### config.mk
export PLATFORM = sky130hd
export DESIGN_NAME = forward_mux_stage
export DESIGN_NICKNAME = d
export VERILOG_FILES = /design/src/rtl/cpu_pkg.sv /design/src/rtl/fwd_sel_comb.sv /design/src/rtl/forward_mux_stage.sv
export SDC_FILE = /design/constraint.sdc
export NUM_CORES = 1
export LEC_CHECK = 0
export ABC_AREA = 1
export CORE_AREA = 2 2 132 134
export CTS_CLUSTER_SIZE = 20
export DETAILED_ROUTE_END_ITERATION = 12
export DIE_AREA = 0 0 134 136
export MAX_ROUTING_LAYER = met4
export PLACE_DENSITY_LB_ADDON = 0.25
export SYNTH_ARGS = -nofsm -noshare
export SYNTH_HDL_FRONTEND = slang
export SYNTH_SLANG_ARGS = --single-unit
### constraint.sdc
create_clock -name clk -period 2.4 [get_ports clk]
set_input_delay 0.48 -clock clk [delete_from_list [all_inputs] [get_ports clk]]
set_output_delay 0.48 -clock clk [all_outputs]
set_load 0.005 [all_outputs]
### src/rtl/cpu_pkg.sv
// Shared CPU datapath definitions: forwarding-select modes and the helper that
// sizes a forwarding select field.
package cpu_pkg;

    localparam int FWD_MODE_BIN  = 0;
    localparam int FWD_MODE_PRIO = 1;

    // Binary mode needs an index wide enough for N sources (at least 1 bit);
    // priority mode carries one bit per source.
    function automatic int fwd_selw(input int n, input int mode);
        int w;
        if (mode == FWD_MODE_PRIO) begin
            w = n;
        end else begin
            w = (n > 1) ? $clog2(n) : 1;
        end
        return w;
    endfunction

endpackage

### src/rtl/fwd_sel_comb.sv
// Single-channel forwarding resolver: turns a select field into a source index,
// the selected data word, a forwarded flag and an out-of-range error.
module fwd_sel_comb
    import cpu_pkg::*;
#(
    parameter int W    = 32,
    parameter int N    = 3,
    parameter int MODE = FWD_MODE_BIN,
    localparam int SELW = fwd_selw(N, MODE),
    localparam int IW   = (N > 1) ? $clog2(N) : 1
) (
    input  logic [SELW-1:0] sel,
    input  logic [N*W-1:0]  data,
    output logic [IW-1:0]   idx,
    output logic [W-1:0]    out,
    output logic            fwd,
    output logic            err
);

    if (MODE == FWD_MODE_PRIO) begin : g_prio
        // Bit 0 names the register file, which is the fallback anyway.
        logic sel0_unused;
        assign sel0_unused = sel[0];

        always_comb begin
            idx = '0;
            err = 1'b0;
            // Walk downward so the lowest set bit is the last one written.
            for (int i = N - 1; i >= 1; i--) begin
                if (sel[i]) begin
                    idx = IW'(i);
                end
            end
        end
    end else begin : g_bin
        always_comb begin
            idx = '0;
            err = 1'b0;
            if (32'(sel) >= N) begin
                err = 1'b1;
            end else begin
                idx = IW'(sel);
            end
        end
    end

    always_comb begin
        out = data[32'(idx)*W +: W];
        fwd = (idx != '0);
    end

endmodule

### src/rtl/forward_mux_stage.sv
// Registered N-way operand selector: CH independent resolvers feeding one
// pipeline register with reset > flush > stall > load priority.
module forward_mux_stage
    import cpu_pkg::*;
#(
    parameter int W    = 32,
    parameter int N    = 3,
    parameter int CH   = 2,
    parameter int MODE = FWD_MODE_BIN,
    localparam int SELW = fwd_selw(N, MODE)
) (
    input  logic               clk,
    input  logic               reset,
    input  logic               stall,
    input  logic               flush,
    input  logic               in_valid,
    input  logic [CH*SELW-1:0] sel,
    input  logic [CH*N*W-1:0]  in_data,
    output logic               out_valid,
    output logic [CH*W-1:0]    out_data,
    output logic [CH-1:0]      out_fwd,
    output logic               out_sel_err
);

    localparam int IW = (N > 1) ? $clog2(N) : 1;

    logic [CH*W-1:0] sel_data;
    logic [CH-1:0]   sel_fwd;
    logic [CH-1:0]   sel_err;

    logic            valid_reg, valid_next;
    logic [CH*W-1:0] data_reg,  data_next;
    logic [CH-1:0]   fwd_reg,   fwd_next;
    logic            err_reg,   err_next;

    for (genvar gi = 0; gi < CH; gi++) begin : g_ch
        logic [IW-1:0] idx_unused;

        fwd_sel_comb #(
            .W    (W),
            .N    (N),
            .MODE (MODE)
        ) u_sel (
            .sel  (sel[gi*SELW +: SELW]),
            .data (in_data[gi*N*W +: N*W]),
            .idx  (idx_unused),
            .out  (sel_data[gi*W +: W]),
            .fwd  (sel_fwd[gi]),
            .err  (sel_err[gi])
        );
    end

    always_comb begin
        valid_next = valid_reg;
        data_next  = data_reg;
        fwd_next   = fwd_reg;
        err_next   = err_reg;
        if (flush) begin
            valid_next = 1'b0;
            data_next  = '0;
            fwd_next   = '0;
            err_next   = 1'b0;
        end else if (!stall) begin
            // Data loads regardless of in_valid; consumers qualify with out_valid.
            valid_next = in_valid;
            data_next  = sel_data;
            fwd_next   = sel_fwd;
            err_next   = |sel_err;
        end
    end

    always_ff @(posedge clk) begin
        if (reset) begin
            valid_reg <= 1'b0;
            data_reg  <= '0;
            fwd_reg   <= '0;
            err_reg   <= 1'b0;
        end else begin
            valid_reg <= valid_next;
            data_reg  <= data_next;
            fwd_reg   <= fwd_next;
            err_reg   <= err_next;
        end
    end

    assign out_valid   = valid_reg;
    assign out_data    = data_reg;
    assign out_fwd     = fwd_reg;
    assign out_sel_err = err_reg;

endmodule

==> flow_summary_export.csv <==
group,metric,value,unit
worst_hold_path,hold_class,"flop to flop",
status,status,"complete, no violations",
clocking,clk_pin_slew,0.05,ns
synthesis,synth.avg_cell_area,6.05,µm²
power,power-per-cell-area,427,nW/µm²
global_route,grtUsageTotal,0.189,
timing,min_period,1.72,ns
timing,finalCritPeriodShare,0.717,
routing,route.detailed.drc,0,
routing,wl_per_cell,13.3,µm
routing,wirelength,16700,µm
finish,finish.instance_area,7970,µm²
synthesis,yosys_warnings,0,
floorplanning,io_pins,269,
floorplanning,rows,48,
worst_hold_path,hold_start,"out_valid",
synthesis,yosys-top-cells-area,"dfxtp_1, inv_1, nand2_1, nand3_1, a21oi_2",
job,drv_cap,0,
floorplanning,die-area,18200,µm²
setup_path,crit_end,"out_fwd[1]",
timing,clock_skew,0,ns
setup_path,crit_family,"buffers and inverters",
clocking,clock_path_buffers,2,
synthesis,netlist_area,4800,µm²
timing,drv_slew,0,
routing,drtIter0Drc,199,
synthesis,synth_edf_count,0,
synthesis,synth_commonest_cells,"inv_1, nand2_1, nand3_1",
finish,drive_gt1_frac,0.0820,
power,p_leak,0.00393,µW
timing,timing.fmax,581,MHz
setup_path,cp-startpoint,"out_fwd[1]",
synthesis,synth_nets,1002,
setup_path,worstRegToRegCells,2,
power,power,3410,µW
synthesis,synth_top_family_by_area,"simple AND/OR/NAND/NOR gates",
clocking,clkSinkCount,68,
setup_path,cp.depth,1,
placed_design,place.gp.congestion,0.805,
clocking,cts_buffers,9,
floorplanning,die_width,134,µm
synthesis,synth_cell_types,17,
synthesis,synth_top_area_frac,0.284,
power,vdd_drop_max,0.303,mV
clocking,cts_resized,0,
synthesis,synth_flop_cell,"dfxtp_1",
floorplanning,die_y,136,µm
timing,setup_viol_count_final,0,
placed_design,dp.cells,1246,
global_route,antenna_found_initial,0,
timing,rsz0062_at_grt,"no",
setup_path,reg2reg_slack,1.70,ns
synthesis,seq_area_frac_synth,0.284,
setup_path,endpoint_kind,"primary output",
timing,finalHoldViolCount,0,
finish,area_delta_synth_final,66.1,%
floorplanning,core,16900,µm²
synthesis,ys_async_sr_fraction,0,
clocking,root_buffer,"clkbuf_16",
finish,nets,1241,
setup_path,timing.rr.start,"out_data[45]",
synthesis,synth_top_area_cell,"dfxtp_1",
setup_path,path_max_fanout,2,
setup_path,startpoint_type,"flop",
placed_design,placed_area,7700,µm²
synthesis,synth_compound_area_frac,0.180,
clocking,post_cts_buffers,0,
setup_path,crit_arrival,1.24,ns
clocking,cts_tree,"built",
setup_path,worstReg2RegEnd,"out_data[45]",
floorplanning,start_util,0.284,
routing,first_pass_iters,4,
routing,ant_nets,0,
finish,fillers,1757,
timing,maxSlewHeadroom,0.755,
timing,setup_tns,0,ns
synthesis,synthCells,793,
global_route,grt_max_degree,69,
placed_design,placement.io_buffers,268,
clocking,ctsHoldBuffers,0,
synthesis,synth-xor-area-share,0,
setup_path,cp_cell_sequence,"clkdlybuf4s50_1",
setup_path,path_class,"flop to primary output",
timing,hold_ws,0.496,ns
synthesis,yosys.area_share.simple,0.288,
timing,tightest_slew,0.367,ns
global_route,grt_pass1_vias,5303,
setup_path,crit_buf_inv,1,
clocking,worstSkewPairLatency,0.33,ns
routing,vias,5476,
synthesis,synthMuxAreaShare,0,
finish,antennaDiodeCount,0,
clocking,htreeDepth,3,
global_route,grt_pass1_wl,26500,µm
setup_path,max_stage_delay,0.58,ns
routing,vias_per_cell,4.34,
finish,fin_cells,1261,
setup_path,worstPathRequired,1.92,ns
setup_path,cp_slowest_cell,"clkdlybuf4s50_1",
global_route,gr-total-overflow,0,
synthesis,ys_ff_latch,68,
synthesis,synth_fa_ha_area_frac,0.0209,
synthesis,synth.most_common_cell,"inv_1",
placed_design,place.detailed.hpwl,11900,µm
==> cell usage in the layout (no fill, tap or decap), drive strengths merged <==
cell           Yosys  final
clkdlybuf4s50      0    268
inv              203    202
nand2            192    192
nand3            128    128
dfxtp             68     68
o21ai             68     68
a21oi             66     66
buf               50     15
clkbuf             5     13
ha                 8      8
nor2               4      4
clkinv             0      3
nor3               1      1
==> how the worst min path moves through the flow <==
stage               depth (start not counted)  slack, ns        end
floorplan                                   2       0.48  out_valid
global placement                            2       0.48  out_valid
detailed placement                          2       0.48  out_valid
CTS                                         2       0.50  out_valid
global route                                2       0.53  out_valid
finish                                      2       0.50  out_valid
==> kinds of logic after synthesis <==
logic type               after synthesis
AO/OA/AOI/OAI                        134
adder cells (fa/ha/maj)                8
buffers and inverters                258
flip-flops                            68
AND/OR/NAND/NOR                      325
==> layout make-up <==
cell class                 count  area (µm²)  share of cell area
timing repair buffer         283        2950               0.369
clock inverter                 2        10.0             0.00126
tap                          225         282              0.0353
sequential                    68        1360               0.171
multi-input combinational    467        2350               0.295
inverter                     203         763              0.0957
clock buffer                  13         260              0.0326
==> stage by stage <==
step | utilization | setup WS, ns
floorplan | - | 1.05
global placement | 0.456 | 0.424
detailed placement | 0.456 | 0.399
CTS | 0.472 | 0.626
global route | 0.472 | 0.606
finish | 0.472 | 0.680
==> layer usage <==
| layer | GRT usage | wire length (µm) |
|---|---|---|
| met2 | 0.309 | 7860 |
| met5 | - | 0 |
| met3 | 0.0429 | 918 |
| met1 | 0.222 | 7410 |
| met4 | 0.0833 | 527 |
==> flip-flops by register name, indices dropped and copies added, names as in the netlist <==
register / flops
out_data: 64
out_sel_err: 1
out_fwd: 2
out_valid: 1
==> power by group <==
group | switching (µW) | internal [µW]
logic | 413 | 548
registers | 25.7 | 1180
clock network | 490 | 747
(Power assumes the default switching activity.)
